$ cat src/rtl/highlight_frame_scheduler_if.sv
// Request/acknowledge bus shared by the keypad (KEY) and checkout (CHK) requesters.
// The master side raises req with op/idx; the slave side answers with a one-cycle ack.
interface highlight_frame_scheduler_if;
  logic       key_req;
  logic [1:0] key_op;
  logic [3:0] key_idx;
  logic       key_ack;
  logic       chk_req;
  logic [1:0] chk_op;
  logic [3:0] chk_idx;
  logic       chk_ack;
  logic       idx_err;

  modport master (
    output key_req, key_op, key_idx, chk_req, chk_op, chk_idx,
    input  key_ack, chk_ack, idx_err
  );

  modport slave (
    input  key_req, key_op, key_idx, chk_req, chk_op, chk_idx,
    output key_ack, chk_ack, idx_err
  );
endinterface

$ cat src/rtl/highlight_frame_scheduler.sv
// Arbitrates highlight-mask edits from KEY and CHK into a shadow mask and commits it
// to the VGA highlight list only on a frame boundary; also produces a frame-counted blink.
module highlight_frame_scheduler #(
  parameter int NUM_PRODUCTS = 12,
  parameter int BLINK_FRAMES = 30
) (
  input  logic                    CLOCK_50,
  input  logic                    RESET_N,
  input  logic                    VGA_VS,
  highlight_frame_scheduler_if.slave req_bus,
  output logic [NUM_PRODUCTS-1:0] HighlightedProductList,
  output logic                    blink_phase,
  output logic                    pending
);

  typedef enum logic [1:0] {IDLE, APPLY, WAIT_DROP} state_t;

  state_t                  state, state_next;
  logic                    rr_last;
  logic                    grant_key;
  logic [1:0]              lat_op;
  logic [3:0]              lat_idx;
  logic [NUM_PRODUCTS-1:0] shadow, shadow_next, bit_mask;
  logic                    vs_s1, vs_s2, vs_d, frame_edge;
  logic [7:0]              frame_cnt;
  logic                    pick_key, granted_req, idx_bad, any_req;
  logic                    key_ack_next, chk_ack_next, idx_err_next;

  // rr_last = 1 means CHK was granted last, so KEY takes the next tie
  assign any_req     = req_bus.key_req | req_bus.chk_req;
  assign pick_key    = req_bus.key_req & (~req_bus.chk_req | rr_last);
  assign granted_req = grant_key ? req_bus.key_req : req_bus.chk_req;
  assign idx_bad     = (lat_op != 2'b11) && (32'(lat_idx) >= 32'(NUM_PRODUCTS));
  assign frame_edge  = vs_d & ~vs_s2;
  assign pending     = (shadow != HighlightedProductList);

  always_ff @(posedge CLOCK_50) begin
    if (!RESET_N) state <= IDLE;
    else          state <= state_next;
  end

  always_comb begin
    state_next = state;
    case (state)
      IDLE:      if (any_req) state_next = APPLY;
      APPLY:     state_next = WAIT_DROP;
      WAIT_DROP: if (!granted_req) state_next = IDLE;
      default:   state_next = IDLE;
    endcase
  end

  always_comb begin
    shadow_next  = shadow;
    key_ack_next = 1'b0;
    chk_ack_next = 1'b0;
    idx_err_next = 1'b0;
    bit_mask     = {{(NUM_PRODUCTS-1){1'b0}}, 1'b1} << lat_idx;
    if (state == APPLY) begin
      key_ack_next = grant_key;
      chk_ack_next = ~grant_key;
      idx_err_next = idx_bad;
      if (!idx_bad) begin
        case (lat_op)
          2'b00:   shadow_next = shadow | bit_mask;
          2'b01:   shadow_next = shadow & ~bit_mask;
          2'b10:   shadow_next = shadow ^ bit_mask;
          default: shadow_next = '0;
        endcase
      end
    end
  end

  // Grant latch, shadow/ack registers, VS synchronizer, commit and blink counter
  always_ff @(posedge CLOCK_50) begin
    if (!RESET_N) begin
      rr_last                <= 1'b0;
      grant_key              <= 1'b0;
      lat_op                 <= 2'b00;
      lat_idx                <= 4'd0;
      shadow                 <= '0;
      req_bus.key_ack        <= 1'b0;
      req_bus.chk_ack        <= 1'b0;
      req_bus.idx_err        <= 1'b0;
      vs_s1                  <= 1'b0;
      vs_s2                  <= 1'b0;
      vs_d                   <= 1'b0;
      HighlightedProductList <= '0;
      frame_cnt              <= 8'd0;
      blink_phase            <= 1'b0;
    end else begin
      if (state == IDLE && any_req) begin
        grant_key <= pick_key;
        lat_op    <= pick_key ? req_bus.key_op  : req_bus.chk_op;
        lat_idx   <= pick_key ? req_bus.key_idx : req_bus.chk_idx;
      end
      if (state == APPLY) rr_last <= ~grant_key;
      shadow          <= shadow_next;
      req_bus.key_ack <= key_ack_next;
      req_bus.chk_ack <= chk_ack_next;
      req_bus.idx_err <= idx_err_next;
      vs_s1           <= VGA_VS;
      vs_s2           <= vs_s1;
      vs_d            <= vs_s2;
      // Commit samples the shadow before any same-edge edit lands
      if (frame_edge) begin
        HighlightedProductList <= shadow;
        if (frame_cnt == 8'(BLINK_FRAMES - 1)) begin
          frame_cnt   <= 8'd0;
          blink_phase <= ~blink_phase;
        end else begin
          frame_cnt <= frame_cnt + 8'd1;
        end
      end
    end
  end

endmodule

$ cat src/flat_wrapper.sv
// flat-port wrapper written by rule: the top's interface ports become plain ports
module highlight_frame_scheduler_flat 
#(
  parameter int NUM_PRODUCTS = 12,
  parameter int BLINK_FRAMES = 30
)
  (CLOCK_50, RESET_N, VGA_VS, HighlightedProductList, blink_phase, pending, req_bus_key_req, req_bus_key_op, req_bus_key_idx, req_bus_chk_req, req_bus_chk_op, req_bus_chk_idx, req_bus_key_ack, req_bus_chk_ack, req_bus_idx_err);
  highlight_frame_scheduler_if req_bus_i ();
  input  logic CLOCK_50;
  input  logic RESET_N;
  input  logic VGA_VS;
  output logic [NUM_PRODUCTS-1:0] HighlightedProductList;
  output logic blink_phase;
  output logic pending;
  input wire logic [$bits(req_bus_i.key_req)-1:0] req_bus_key_req;
  input wire logic [$bits(req_bus_i.key_op)-1:0] req_bus_key_op;
  input wire logic [$bits(req_bus_i.key_idx)-1:0] req_bus_key_idx;
  input wire logic [$bits(req_bus_i.chk_req)-1:0] req_bus_chk_req;
  input wire logic [$bits(req_bus_i.chk_op)-1:0] req_bus_chk_op;
  input wire logic [$bits(req_bus_i.chk_idx)-1:0] req_bus_chk_idx;
  output wire logic [$bits(req_bus_i.key_ack)-1:0] req_bus_key_ack;
  output wire logic [$bits(req_bus_i.chk_ack)-1:0] req_bus_chk_ack;
  output wire logic [$bits(req_bus_i.idx_err)-1:0] req_bus_idx_err;
  assign req_bus_i.key_req = req_bus_key_req;
  assign req_bus_i.key_op = req_bus_key_op;
  assign req_bus_i.key_idx = req_bus_key_idx;
  assign req_bus_i.chk_req = req_bus_chk_req;
  assign req_bus_i.chk_op = req_bus_chk_op;
  assign req_bus_i.chk_idx = req_bus_chk_idx;
  assign req_bus_key_ack = req_bus_i.key_ack;
  assign req_bus_chk_ack = req_bus_i.chk_ack;
  assign req_bus_idx_err = req_bus_i.idx_err;
  highlight_frame_scheduler #(.NUM_PRODUCTS(NUM_PRODUCTS), .BLINK_FRAMES(BLINK_FRAMES)) u_core (.CLOCK_50(CLOCK_50), .RESET_N(RESET_N), .VGA_VS(VGA_VS), .req_bus(req_bus_i), .HighlightedProductList(HighlightedProductList), .blink_phase(blink_phase), .pending(pending));
endmodule
$ cat config.mk
export PLATFORM = sky130hd
export DESIGN_NAME = highlight_frame_scheduler_flat
export DESIGN_NICKNAME = d
export VERILOG_FILES = /design/src/rtl/highlight_frame_scheduler_if.sv /design/src/rtl/highlight_frame_scheduler.sv /design/src/flat_wrapper.sv
export SDC_FILE = /design/constraint.sdc
export NUM_CORES = 1
export LEC_CHECK = 0
export CORE_MARGIN = 2
export CORE_UTILIZATION = 23
export CTS_CLUSTER_DIAMETER = 200
export DETAILED_ROUTE_END_ITERATION = 16
export SLEW_MARGIN = 10
export SYNTH_ARGS = -nofsm -noshare
export SYNTH_HDL_FRONTEND = slang
export SYNTH_SLANG_ARGS = --single-unit
export TNS_END_PERCENT = 50
$ cat constraint.sdc
create_clock -name CLOCK_50 -period 2.4 [get_ports CLOCK_50]
set_input_delay 0.24 -clock CLOCK_50 [delete_from_list [all_inputs] [get_ports CLOCK_50]]
set_output_delay 0.24 -clock CLOCK_50 [all_outputs]
set_load 0.02 [all_outputs]
==> results of run 1 <==
-- sequential cells by signal, indices dropped and copies added, names as in the netlist, 2 cells and up --
name and count:
u_core.lat_idx 4, u_core.frame_cnt 8, u_core.HighlightedProductList 12, u_core.state 2, u_core.shadow 12, u_core.lat_op 2
-- metal layers --
metal | routed length (um) | track usage | vias up
li1 | - | - | 1145
met3 | 246 | 0.0252 | 4
met2 | 2780 | 0.157 | 39
met4 | 51 | 0.0293 | 0
met1 | 3100 | 0.136 | 1044
met5 | 0 | 0 | -
-- worst min path at each step --
stage,end,slack (ns)
floorplan,u_core.vs_s1,0.37
finish,u_core.vs_s2,0.43
detailed placement,u_core.vs_s2,0.42
global route,u_core.vs_s2,0.46
global placement,u_core.vs_s2,0.41
CTS,u_core.vs_s2,0.44
-- cell families after synthesis --
family,after synthesis,synth area share
AND/OR/NAND/NOR,109,0.188
AO/OA/AOI/OAI,62,0.160
flip-flops,49,0.359
buffers and inverters,40,0.0640
adder cells (fa/ha/maj),26,0.119
multiplexers,17,0.0622
XOR/XNOR,15,0.0480
-- layout by cell type, fill, tap and decap left out, types with 3 or more instances in the layout --
cell type / synthesis / routed
nand2_1: 52 / 52
dfxtp_1: 49 / 49
clkdlybuf4s50_1: 0 / 33
inv_1: 26 / 26
ha_1: 26 / 26
nor2_1: 21 / 21
a21oi_1: 19 / 19
mux2i_1: 17 / 17
o21ai_0: 13 / 13
xor2_1: 12 / 12
nand3_1: 11 / 11
a22o_2: 11 / 11
a211oi_1: 8 / 8
buf_4: 3 / 7
nor2b_1: 6 / 6
clkbuf_16: 0 / 5
nor4_1: 4 / 4
and2_1: 4 / 4
xnor2_1: 3 / 3
or3_1: 3 / 3
-- worst register-to-register path: stages, from the launching register on --
cell and delay, ns:
dfxtp_1 0.51, nand3_1 0.15, a21oi_1 0.93, a22o_2 0.31
-- layout make-up --
class	instances	area (sq um)	area share
sequential	49	981	0.291
inverter	27	101	0.0300
tap	143	179	0.0530
clock buffer	6	139	0.0411
timing repair buffer	40	383	0.113
clock inverter	2	13.8	0.00408
multi-input combinational	229	1580	0.468
-- power by group through the flow --
stage                     clock, uW  sequential [uW]  combinational [uW]
final                           721              879                 304
after global routing            778              884                 342
after CTS                       740              879                 309
after detailed placement          0              898                 307
after global placement            0              896                 297
after floorplan                   0              894                 209
-- metrics by stage --
step,cell area (sq um),cells,setup slack [ns]
floorplan,2740,318,0.850
global placement,3220,488,0.407
detailed placement,3220,488,0.366
CTS,3380,496,0.219
global route,3380,496,0.0606
finish,3380,496,0.213
==> impl_metrics.toml, run 1 <==
[synthesis]
yosysTopAreaCellShare = 0.359
post-synth-top-count-cell = "nand2_1"
synth-edff-count = 0
synth_top_area_cell = "dfxtp_1"
synth_top_flop_cell = "dfxtp_1"
synth_cells = 318
synth-seq-cells = 49
ys_async_sr_fraction = 0
synth_cell_types = 38
seq_area_frac_synth = 0.359
synth-warning-count = 0
synthTopCellsByArea = "dfxtp_1 36%, ha_1 12%, nand2_1 7.1%"
syn_avg_cell_area_sq_um = 8.60
synth_common_cells = "52 x nand2_1, 49 x dfxtp_1, 26 x ha_1, 26 x inv_1, 21 x nor2_1"
syn_area_sq_um = 2740
synth_fp_nets = 361

[floorplan]
die_h_um = 113
ios = 34
die_area_sq_um = 12800
start_util = 0.238
coreArea_sq_um = 11500
die_x_um = 113
fp-row-count = 39

[sta]
clock.fmax_mhz = 457
min_period_ns = 2.19
slew_violations = 0
whs_ns = 0.434
hold_viol = 0
fin_worst_skew_ns = 0.00608
grt_setup_unrepaired = "no"
worst_pin_slew_ns = 1.15
setup_tns_ns = 0
finalSetupViolations = 0
min_period_over_period = 0.911
slew-limit-headroom = 0.231

[drt]
final_antenna_net_count = 0
wire_per_inst_um = 12.4
dr.pass1.iters = 10
drcViolationCount = 2
routed_wl_um = 6170
viasPerCell = 4.50
num_vias = 2232
drt_iter0_drc = 78

[finish]
fin_util = 0.293
area_growth_pct = 23.4
diodes = 0
drive_above_1_share = 0.0935
n_fill_cell = 1262
nets = 395

[worst_setup_path]
endpoint = "pending"
cp-startpoint = "u_core.shadow[8]"
critPathMaxFanout = 5
cp.arrival_ns = 1.95
r2r_end = "u_core.shadow[1]"
criticalPathCategory = "flip-flop to output pin"
path_delay_family = "buffers and inverters"
path_cells = "xor2_1, nor4_1, nand3_1, clkdlybuf4s50_1"
crit_path_start_kind = "flip-flop"
r2r_slack_ns = 0.44
cp_slowest_stage_delay_ns = 0.57
r2r_cells = 3
r2r-start = "u_core.lat_idx[2]"
critical_path_depth = 4
path_buf_inv = 1
cp_slowest_cell = "clkdlybuf4s50_1"
crit_required_ns = 2.16
crit_path_end_kind = "output pin"

[pwr]
p_per_area_nw_per_um2 = 564
sw_frac_of_total = 0.271
seq_power_share = 0.462
leakage_uw = 0.00137
finalPower_uw = 1900
power_switching_uw = 516
clkPwrFrac = 0.379
p_comb_frac = 0.160
irDropWorstVdd_uv = 294
intPower_uw = 1390

[cts]
cts_tree = "done"
postCtsResizedCells = 0
cts_hold_buf = 0
cts.sinks = 49
cts.clk_slew.worst_paths_ns = 0.07
cts_buffers = 5
h-tree-depth = 2
cts_setup_buffers = 0
clock_latency_ns = 0.28
root_buffer = "clkbuf_16"
clockBufferDepth = 2

[run_status]
violations = "design-rule violations"
status = "finished with violations"

[global_routing]
antenna_found_initial = 0
grt_usage = 0.100
grt_max_degree = 28
overflow = 0
grt_pass1_wl_um = 10400
grt_pass1_vias = 2138

[worst_hold_path]
min_from = "u_core.vs_s1"
hp-class = "flip-flop to flip-flop"
hold_path_depth = 1

[placement]
portBuffers = 33
gp_congestion = 0.774
dpl.hpwl_um = 4670

[flow_run]
drv_cap = 0
Note: power is estimated with default switching activity, not from simulation.
==> run 2: changes to the inputs <==
==> constraint.sdc (replaced) <==
create_clock -name CLOCK_50 -period 2.4 [get_ports CLOCK_50]
set_input_delay 0.24 -clock CLOCK_50 [delete_from_list [all_inputs] [get_ports CLOCK_50]]
set_output_delay 0.24 -clock CLOCK_50 [all_outputs]
set_load 0.01 [all_outputs]
==> impl_metrics.toml, run 2 (same netlist as run 1, synthesis figures left out) <==
[worst_hold_path]
hp-class = "flip-flop to flip-flop"

[cts]
cts_tree = "done"
cts.clk_slew.worst_paths_ns = 0.07
cts.sinks = 49
clock_latency_ns = 0.29
cts_setup_buffers = 0
h-tree-depth = 2
cts_hold_buf = 0
root_buffer = "clkbuf_16"
cts_buffers = 5
clockBufferDepth = 2
postCtsResizedCells = 0

[placement]
dp.cells = 490
portBuffers = 33
dpl.hpwl_um = 4620
post_dp_cell_area_sq_um = 3240
gp_congestion = 0.776

[floorplan]
ios = 34
coreArea_sq_um = 11500
die_area_sq_um = 12800
fp-row-count = 39
die_x_um = 113
die_h_um = 113
start_util = 0.238

[sta]
worst_pin_slew_ns = 1.08
finalSetupViolations = 0
grt_setup_unrepaired = "no"
slew-limit-headroom = 0.283
min_period_over_period = 0.882
slew_violations = 0
hold_viol = 0
min_period_ns = 2.12
fin_worst_skew_ns = 0.00559
setup_tns_ns = 0
clock.fmax_mhz = 473

[finish]
layout_commonest_cell = "nand2_1"
most-common-layout-cells = "52 x nand2_1, 49 x dfxtp_1, 33 x clkdlybuf4s50_1, 26 x inv_1, 26 x ha_1"
diodes = 0
finalInstanceArea_sq_um = 3390
nets = 397
layoutNonFillerInstCount = 498
area_growth_pct = 24.1
reg_top3 = "u_core.HighlightedProductList (12), u_core.shadow (12), u_core.frame_cnt (8)"
drive_above_1_share = 0.0986

[global_routing]
antenna_found_initial = 0
grt_max_degree = 28
grt_pass1_wl_um = 10300
grt_usage = 0.0979
grt_pass1_vias = 2087
overflow = 0

[worst_setup_path]
crit_path_end_kind = "output pin"
criticalPathCategory = "flip-flop to output pin"
crit_required_ns = 2.16
cp.arrival_ns = 1.88
critPathMaxFanout = 5
crit_path_start_kind = "flip-flop"

[pwr]
p_per_area_nw_per_um2 = 561
leakage_uw = 0.00138
irDropWorstVdd_uv = 278

[drt]
viasPerCell = 4.47
dr.pass1.iters = 10
drt_iter0_drc = 113
drcViolationCount = 2
routed_wl_um = 6050
num_vias = 2227
wire_per_inst_um = 12.2
final_antenna_net_count = 0

[run_status]
violations = "design-rule violations"
status = "finished with violations"

[flow_run]
drv_cap = 0
[run 2: cell types whose count changed in the layout (fill, tap and decap cells not counted)]
cell / delta
buf_4: +2
clkinvlp_4: +1
inv_6: +1
clkinv_2: -1
clkinv_4: -1
[run 2: where the power goes]
part,internal (uW),switching [uW],leakage (uW)
clock,419,308,0.0000735
sequential,842,37.3,0.000398
combinational,134,165,0.000911
[run 2: cell type report]
| type | count | area (sq um) |
|---|---|---|
| Fill cell | 1246 | 8120 |
| Multi-Input combinational cell | 229 | 1580 |
| Sequential cell | 49 | 981 |
| Timing Repair Buffer | 42 | 398 |
| Tap cell | 143 | 179 |
| Clock buffer | 6 | 139 |
| Inverter | 27 | 101 |
| Clock inverter | 2 | 16.3 |
[run 2: stage by stage]
stage                util  setup slack (ns)  total power [uW]  hold slack, ns
finish              0.295             0.284              1910           0.437
global route        0.295             0.117              2010           0.477
CTS                 0.295             0.287              1930           0.440
detailed placement  0.281             0.402              1200           0.423
global placement    0.281             0.427              1190           0.415
floorplan               -             0.850              1100           0.367
[run 2: final timing paths]
path / from / endpoint / slack [ns] / cells past startpoint
max: u_core.shadow[8] / pending / 0.28 / 4
min reg2reg: u_core.vs_s1 / u_core.vs_s2 / 0.44 / 1
max reg2reg: u_core.lat_idx[3] / u_core.shadow[6] / 0.51 / 3
min: u_core.vs_s1 / u_core.vs_s2 / 0.44 / 1
[run 2: critical path, stage by stage, from the launching register on]
cell and delay, ns:
dfxtp_1 0.36, xor2_1 0.19, nor4_1 0.43, nand3_1 0.11, clkdlybuf4s50_1 0.51
[run 2: metal layers]
metal / wire, um / GRT usage / part of all wire
met3: 223 / 0.0209 / 0.037
met1: 3080 / 0.136 / 0.51
met4: 30 / 0.0203 / 0.0050
met2: 2720 / 0.157 / 0.45
met5: 0 / 0 / 0
==> run 3: changes to the inputs <==
--- a/config.mk
+++ b/config.mk
@@ -9,6 +9,8 @@
 export CORE_UTILIZATION = 23
 export CTS_CLUSTER_DIAMETER = 200
 export DETAILED_ROUTE_END_ITERATION = 16
+export HOLD_SLACK_MARGIN = 0.1
+export SKIP_LAST_GASP = 1
 export SLEW_MARGIN = 10
 export SYNTH_ARGS = -nofsm -noshare
 export SYNTH_HDL_FRONTEND = slang
==> results of run 3 <==
Same layout as run 2: the final DEF is identical, and so are final timing and power.
